File: config.mk
export PLATFORM = sky130hd
export DESIGN_NAME = ddr_arbiter
export DESIGN_NICKNAME = d
export VERILOG_FILES = /design/src/rtl/ddr_arbiter.sv
export SDC_FILE = /design/constraint.sdc
export NUM_CORES = 1
export LEC_CHECK = 0
export ABC_AREA = 1
export BUFFER_PORTS_ARGS = -buffer_cell sky130_fd_sc_hd__buf_2
export CORE_AREA = 2 2 359 361
export DETAILED_ROUTE_END_ITERATION = 6
export DIE_AREA = 0 0 361 363
export GPL_TIMING_DRIVEN = 0
export HOLD_SLACK_MARGIN = 0.05
export PLACE_DENSITY = 0.3
export SLEW_MARGIN = 40
export SYNTH_ARGS = -nofsm -noshare
export SYNTH_HDL_FRONTEND = slang
export SYNTH_SLANG_ARGS = --single-unit
File: constraint.sdc
create_clock -name clk -period 5.4 [get_ports clk]
set_input_delay 1.08 -clock clk [delete_from_list [all_inputs] [get_ports clk]]
set_output_delay 1.08 -clock clk [all_outputs]
set_load 0.02 [all_outputs]
File: src/rtl/ddr_arbiter.sv
// Two-client DDR command arbiter with in-order read-return routing via a tag FIFO.
// Define DDR_ARB_FIXED_PRIO_EN to replace round-robin with fixed priority (port 0 wins).
module ddr_arbiter #(
    parameter int unsigned MAX_OUT = 4
) (
    input  logic         clk,
    input  logic         rst_n,

    input  logic         c0_req,
    input  logic         c0_we,
    input  logic [27:0]  c0_addr,
    input  logic [127:0] c0_wdata,
    input  logic [15:0]  c0_wmask,
    output logic         c0_gnt,
    output logic         c0_rvalid,
    output logic [127:0] c0_rdata,

    input  logic         c1_req,
    input  logic         c1_we,
    input  logic [27:0]  c1_addr,
    input  logic [127:0] c1_wdata,
    input  logic [15:0]  c1_wmask,
    output logic         c1_gnt,
    output logic         c1_rvalid,
    output logic [127:0] c1_rdata,

    output logic [2:0]   ddr_cmd,
    output logic         ddr_cmd_en,
    output logic [27:0]  ddr_addr,
    output logic [127:0] ddr_wr_data,
    output logic [15:0]  ddr_wr_data_mask,
    output logic         ddr_wr_data_en,
    input  logic         ddr_calib_done,
    input  logic         ddr_cmd_ready,
    input  logic [127:0] ddr_rd_data,
    input  logic         ddr_rd_data_valid,

    output logic         busy,
    output logic         err
);

    localparam int unsigned CntW = $clog2(MAX_OUT + 1);
    localparam int unsigned PtrW = (MAX_OUT > 1) ? $clog2(MAX_OUT) : 1;
    localparam logic [CntW-1:0] MaxCnt  = CntW'(MAX_OUT);
    localparam logic [PtrW-1:0] LastPtr = PtrW'(MAX_OUT - 1);

    typedef enum logic {StWaitCal, StRun} state_e;

    state_e state_q, state_d;
    logic   run;

    logic                elig0, elig1, slot_free;
    logic                sel, sel_we, cmd_fire;
    logic                push, pop, spurious, head;

    logic [MAX_OUT-1:0]  tag_q, tag_d;
    logic [PtrW-1:0]     wr_ptr_q, wr_ptr_d, rd_ptr_q, rd_ptr_d;
    logic [CntW-1:0]     cnt_q, cnt_d;
    logic [1:0]          rvalid_q, rvalid_d;
    logic [127:0]        rdata0_q, rdata0_d, rdata1_q, rdata1_d;
    logic                err_q, err_d;

    function automatic logic [PtrW-1:0] ptr_inc(input logic [PtrW-1:0] p);
        return (p == LastPtr) ? '0 : p + 1'b1;
    endfunction

    // ---------------- FSM: state register / next state / outputs ----------------
    always_ff @(posedge clk) begin
        if (!rst_n) begin
            state_q <= StWaitCal;
        end else begin
            state_q <= state_d;
        end
    end

    always_comb begin
        state_d = state_q;
        unique case (state_q)
            StWaitCal: if (ddr_calib_done) state_d = StRun;
            StRun:     state_d = StRun;
            default:   state_d = StWaitCal;
        endcase
    end

    // Gated by rst_n so nothing is issued while reset is held, even before the first edge.
    always_comb begin
        run = (state_q == StRun) && rst_n;
    end

    // ---------------- Arbitration ----------------
    always_comb begin
        slot_free = (cnt_q < MaxCnt);
        elig0     = run && c0_req && (c0_we || slot_free);
        elig1     = run && c1_req && (c1_we || slot_free);
    end

`ifdef DDR_ARB_FIXED_PRIO_EN
    always_comb begin
        sel = !elig0;
    end
`else
    logic prio_q, prio_d;

    // prio_q names the port favoured on the next contended cycle.
    always_comb begin
        sel    = (elig0 && elig1) ? prio_q : !elig0;
        prio_d = cmd_fire ? !sel : prio_q;
    end

    always_ff @(posedge clk) begin
        if (!rst_n) begin
            prio_q <= 1'b0;
        end else begin
            prio_q <= prio_d;
        end
    end
`endif

    always_comb begin
        cmd_fire         = ddr_cmd_ready && (elig0 || elig1);
        sel_we           = sel ? c1_we : c0_we;
        ddr_cmd_en       = cmd_fire;
        ddr_wr_data_en   = cmd_fire && sel_we;
        ddr_cmd          = sel_we ? 3'b000 : 3'b001;
        ddr_addr         = sel ? c1_addr : c0_addr;
        ddr_wr_data      = sel ? c1_wdata : c0_wdata;
        ddr_wr_data_mask = sel ? c1_wmask : c0_wmask;
        c0_gnt           = cmd_fire && !sel;
        c1_gnt           = cmd_fire && sel;
    end

    // ---------------- Tag FIFO and read return ----------------
    always_comb begin
        push     = cmd_fire && !sel_we;
        pop      = ddr_rd_data_valid && (cnt_q != '0);
        spurious = ddr_rd_data_valid && (cnt_q == '0);
        head     = tag_q[rd_ptr_q];

        tag_d    = tag_q;
        wr_ptr_d = wr_ptr_q;
        rd_ptr_d = rd_ptr_q;
        cnt_d    = cnt_q;

        if (push) begin
            tag_d[wr_ptr_q] = sel;
            wr_ptr_d        = ptr_inc(wr_ptr_q);
        end
        if (pop) begin
            rd_ptr_d = ptr_inc(rd_ptr_q);
        end
        unique case ({push, pop})
            2'b10:   cnt_d = cnt_q + 1'b1;
            2'b01:   cnt_d = cnt_q - 1'b1;
            default: cnt_d = cnt_q;
        endcase

        rvalid_d = {pop && head, pop && !head};
        rdata0_d = (pop && !head) ? ddr_rd_data : rdata0_q;
        rdata1_d = (pop && head) ? ddr_rd_data : rdata1_q;
        err_d    = err_q || spurious;
    end

    always_ff @(posedge clk) begin
        if (!rst_n) begin
            tag_q    <= '0;
            wr_ptr_q <= '0;
            rd_ptr_q <= '0;
            cnt_q    <= '0;
            rvalid_q <= '0;
            rdata0_q <= '0;
            rdata1_q <= '0;
            err_q    <= 1'b0;
        end else begin
            tag_q    <= tag_d;
            wr_ptr_q <= wr_ptr_d;
            rd_ptr_q <= rd_ptr_d;
            cnt_q    <= cnt_d;
            rvalid_q <= rvalid_d;
            rdata0_q <= rdata0_d;
            rdata1_q <= rdata1_d;
            err_q    <= err_d;
        end
    end

    always_comb begin
        c0_rvalid = rvalid_q[0];
        c1_rvalid = rvalid_q[1];
        c0_rdata  = rdata0_q;
        c1_rdata  = rdata1_q;
        busy      = (cnt_q != '0);
        err       = err_q;
    end

endmodule

== Word level (Yosys, flattened, before mapping) ==
Index checks and enable logic that the tools add are counted.
Operators by class
  $add $sub $neg: 4
  multipliers: 0
  divide/modulo/power cells: 0
  order comparisons: 4
  equal/unequal tests: 4
  shift operators: 0
  mux-type cells: 16
  bitwise logic cells: 1
  reductions and logical operators: 27
Operators by type and width (count)
  2-to-1 mux 128 bit: 1
  2-to-1 mux 28 bit: 1
  logical AND 1 bit: 16
  2-to-1 mux 16 bit: 1
  == test 2 bit (second input constant): 3
  less-than comparator 2 x 3 -> 1 bit (second input constant): 2
  2-to-1 mux 1 bit: 6
  case mux 3 bit (2 select lines): 1
  adder 2 x 1 -> 2 bit (second input constant): 2
  bitwise mux 4 bit: 1
  zero test 1 bit: 4
  logical OR 1 bit: 4
  2-to-1 mux 2 bit: 2
  adder 3 x 1 -> 3 bit (second input constant): 1
  zero test 3 bit: 1
  less-than comparator 3 bit (second input constant): 1
  nonzero test 3 bit: 1
  subtractor 3 x 1 -> 3 bit (second input constant): 1
  binary-select mux 1 bit (select 2 bit): 1
  demux 1 bit (select 2 bit): 1
  == test 2 x 1 -> 1 bit (second input constant): 1
  greater-or-equal comparator 2 x 1 -> 1 bit (second input constant): 1
  case mux 1 bit (2 select lines): 1
  nonzero test 2 bit: 1
  NOT 1 bit: 1
Word-level totals
  register bits: 272
  latch bits: 0
  bits in writable memories: 0
  bits in read-only memories: 0
  bits of input ports: 481
  output and inout bits: 439
  word-level logic and storage cells: 66
  memories kept: 0

== Logic depth before layout (Yosys ltp) ==
  word-level depth: 10
  gate-level depth with buffers: 14
  mapped depth without buffers: 14

== Least setup slack after synthesis ==
Ideal clock, no wire load.
  path kind: in2out
  start point: in rst_n
  end point: out ddr_wr_data[100]
  arrival time: 2.135 ns
  data required time: 4.320 ns
  setup slack: 2.185 ns
  stages on the path: 8
  path buffers: 3
  cell sequence: buf_4 -> nand3_1 -> nor2_1 -> nand2_1 -> buf_2 -> buf_1 -> nand2_1 -> nand2_1
On the way
  longest elaborated chain between the ends: 6
  elaborated cells between the ends (all ways): 9
  classes of those cells: mux (2); reduce/logical (7)
Ends and longest elaborated chain
  start: declaration: RTL line 7  | input logic rst_n,
  logical AND 1 bit (*): RTL line 87  | run = (state_q == StRun) && rst_n;
  logical AND 1 bit (on tied branches) (2 in a row): RTL line 93, 94
  zero test 1 bit / logical AND 1 bit (equally long branches): RTL line 106  | sel = (elig0 && elig1) ? prio_q : !elig0;
  2-to-1 mux 1 bit (*): RTL line 106
  2-to-1 mux 128 bit (*): RTL line 126  | ddr_wr_data = sel ? c1_wdata : c0_wdata;
  end: declaration: RTL line 30  | output logic [127:0] ddr_wr_data,
Mark *: on every way between the ends. The rest lies on a longest branch, timed or not.

== Worst setup path in the final report ==
  start point: in rst_n
  end point: out ddr_wr_data_mask[5]
On the way
  longest elaborated chain between the ends: 6
  elaborated cells between the ends (all ways): 9
  classes of those cells: mux (2); reduce/logical (7)
Ends and longest elaborated chain
  logical AND 1 bit (*): RTL line 87
  logical AND 1 bit (on tied branches) (2 in a row): RTL line 93, 94
  zero test 1 bit / logical AND 1 bit (equally long branches): RTL line 106
  2-to-1 mux 1 bit (*): RTL line 106
  2-to-1 mux 16 bit (*): RTL line 127  | ddr_wr_data_mask = sel ? c1_wmask : c0_wmask;
  end: declaration: RTL line 31  | output logic [15:0] ddr_wr_data_mask,
Marked as above.

==> impl_metrics.json <==
{
  "ff2ff_setup_slack_ps": 3140,
  "regToRegEndpoint": "cnt_q[2]$_SDFFE_PN0P_",
  "clk_path_buf_depth": 3,
  "vias": 14920,
  "netlist_area_um2": 12140,
  "critical_path_class": "primary input to primary output",
  "setup_viol": 0,
  "hold_viol_final": 0,
  "crit_required_ps": 4320,
  "rr_worst_depth": 14,
  "rows": 131,
  "timing.final.crit_period_ps": 4526,
  "hold_path_class": "register to register",
  "r2r-start": "cnt_q[2]$_SDFFE_PN0P_",
  "io_buffers": 916,
  "rsz0062_at_grt": "no",
  "max_slew.worst_pin.slew_ps": 824.2,
  "hp-start": "err$_SDFF_PN0_",
  "die_w_um": 361,
  "drc": 0,
  "die_area_um2": 131000,
  "drive_gt1_frac": 0.4425,
  "timing.hold.ws_ps": 454.5,
  "cts_sinks": 272,
  "outcome": "complete, no violations",
  "cellPowerDensity_nw_per_um2": 305.6,
  "antenna_found_initial": 42,
  "seq_area_um2": 5445,
  "startpoint_type": "primary input",
  "pwr-share-seq": 0.353,
  "cts_hold_buf": 0,
  "maxSlewViolCount": 0,
  "gp_congestion": 0.8959,
  "post-dp-hpwl_um": 84480,
  "clkSlewWorstSetupHoldPaths_ps": 70,
  "synth_cells": 1671,
  "clkLatencyLatePin_ps": 550,
  "p_leak_nw": 10.57,
  "ys_top_cells_by_area": "dfxtp_1 (45%), nand2_1 (17%), a21oi_2 (7.1%), a21oi_1 (6.8%), o21ai_1 (6.3%)",
  "endpoint_kind": "primary output",
  "grt_pass1_vias": 15050,
  "grt_first_pass_wirelength_um": 130400,
  "core-area_um2": 127000,
  "synth-edff-count": 0,
  "async_flop_share": 0,
  "synth_area_per_cell_um2": 7.265,
  "numCtsBuffers": 36,
  "intPower_w": 0.004127,
  "io_pins": 920,
  "ir_drop_uv": 171.9,
  "synthFlopType": "dfxtp_1",
  "synth-seq-cells": 272,
  "worstHoldPathCells": 2,
  "ant_nets": 0,
  "clkPwrFrac": 0.422,
  "path_max_fanout": 10,
  "pwr-share-comb": 0.224,
  "setup_tns_ps": 0,
  "ys_top_cells_by_count": "nand2_1 (539), dfxtp_1 (272), a21oi_1 (165)",
  "drtIter0Drc": 708,
  "dp_slack_ps": 668.9,
  "p_switching_w": 0.002018,
  "drv_cap": 0,
  "wire_per_inst_um": 23.03,
  "initial_core_util": 0.09556,
  "htree_levels": 2,
  "ys_types": 28,
  "syn_to_final_growth_pct": 65.65,
  "grt_overflow": 0,
  "cts_root_buffer": "clkbuf_16",
  "viasPerCell": 3.447,
  "ys_seq_area_frac": 0.4486,
  "hold_end": "err$_SDFF_PN0_",
  "n_fill_cell": 14880,
  "nets": 3114,
  "grt_start_max_net_pins": 13,
  "relSlewSlack": 0.4505,
  "skew_ps": 14.78,
  "max_freq_mhz": 220.9,
  "post_cts_resized": 0,
  "cts_setup_buffers": 0,
  "routed_wl_um": 99690,
  "multiInputGateArea_um2": 5379,
  "ys_warn_count": 0,
  "die_y_um": 363,
  "cp.arrival_ps": 3450,
  "yosys.area.top_type": "dfxtp_1",
  "firstDrtPassIters": 5,
  "period_share": 0.8382,
  "synth_top_area_share": 0.4486,
  "switching_share": 0.3284,
  "synth.most_common_cell": "nand2_1",
  "cts_tree": "done",
  "worst_slack_ps": 873.6,
  "grt_use_total": 0.1439
}
==> how the worst max path moves through the flow <==
| stage | cells after the start | slack (ps) | end | from |
|---|---|---|---|---|
| global route | 9 | 620 | ddr_wr_data_mask[5] | rst_n |
| global placement | 9 | 650 | ddr_wr_data[49] | rst_n |
| CTS | 9 | 670 | ddr_wr_data_mask[5] | rst_n |
| floorplan | 8 | 2190 | ddr_wr_data[100] | rst_n |
| detailed placement | 9 | 670 | ddr_wr_data_mask[5] | rst_n |
| finish | 9 | 870 | ddr_wr_data_mask[5] | rst_n |
==> cells in the final DEF, fill, tap and decap left out, drive strengths merged <==
cell | netlist | routed
inv | 155 | 157
bufinv | 0 | 3
fa | 1 | 1
dfxtp | 272 | 272
conb | 1 | 2
nand3 | 11 | 11
clkinv | 0 | 3
ha | 6 | 6
nand4 | 5 | 5
clkinvlp | 0 | 1
nand2 | 542 | 542
o21ai | 263 | 263
clkbuf | 38 | 94
buf | 89 | 1005
diode | 0 | 13
nor2 | 21 | 21
nor3 | 2 | 2
a21oi | 265 | 265
==> registers in the layout, summed over array words and instances, names as in the netlist <==
| signal | cells |
|---|---|
| c0_rdata | 128 |
| tag_q | 4 |
| err | 1 |
| cnt_q | 3 |
| state_q | 1 |
| rvalid_q | 2 |
| rd_ptr_q | 2 |
| wr_ptr_q | 2 |
| prio_q | 1 |
| c1_rdata | 128 |
==> final cells by class <==
type	instances	area share
multi-input cells	1118	0.2675
flip-flops and latches	272	0.2708
plain buffers	127	0.03709
repair buffers	916	0.2280
clock buffers	56	0.05563
diodes	13	0.001618
inverters	155	0.02893
well taps	1662	0.1034
clock inverters	9	0.007031
==> per-stage QoR <==
stage,util,total power (W),std cells,cell area [µm²]
2_1_floorplan,-,0.002891,1672,12140
3_5_place_dp,0.1481,0.003631,4250,18820
5_1_grt,0.1581,0.006447,4320,20090
4_1_cts,0.1580,0.006305,4315,20080
3_3_place_gp,0.1481,0.003633,4250,18810
6_report,0.1583,0.006145,4328,20110
==> cell families (layout without fill, tap and decap cells) <==
group,Yosys count,after routing,share of synthesized area
fa+ha+maj,7,7,0.007833
other cells,1,15,0.0003089
flops,272,272,0.4486
buf+inv,282,1263,0.1086
simple gates,581,581,0.1854
compound gates,528,528,0.2492
==> metal layers <==
layer	vias to the layer above	global-route usage	wire (µm)
li1	7310	-	-
met1	6846	0.1548	37940
met2	586	0.2583	49350
met3	138	0.05520	8798
met4	38	0.04545	3360
met5	-	0	241
==> power by group through the flow <==
| stage | clock [W] | combinational, W | sequential (W) |
|---|---|---|---|
| finish | 0.00259 | 0.00138 | 0.00217 |
| detailed placement | 0 | 0.00141 | 0.00222 |
| CTS | 0.00271 | 0.00142 | 0.00217 |
| global route | 0.00277 | 0.00149 | 0.00218 |
| global placement | 0 | 0.00142 | 0.00222 |
| floorplan | 0 | 0.000558 | 0.00233 |
==> critical path, cell delays in order <==
cell	delay, ps
buf_4	220
nand3_1	110
nor2_1	120
nand2_1	210
inv_2	280
clkbuf_1	550
nand2_1	500
nand2_1	160
buf_2	180
(Power assumes the default switching activity.)
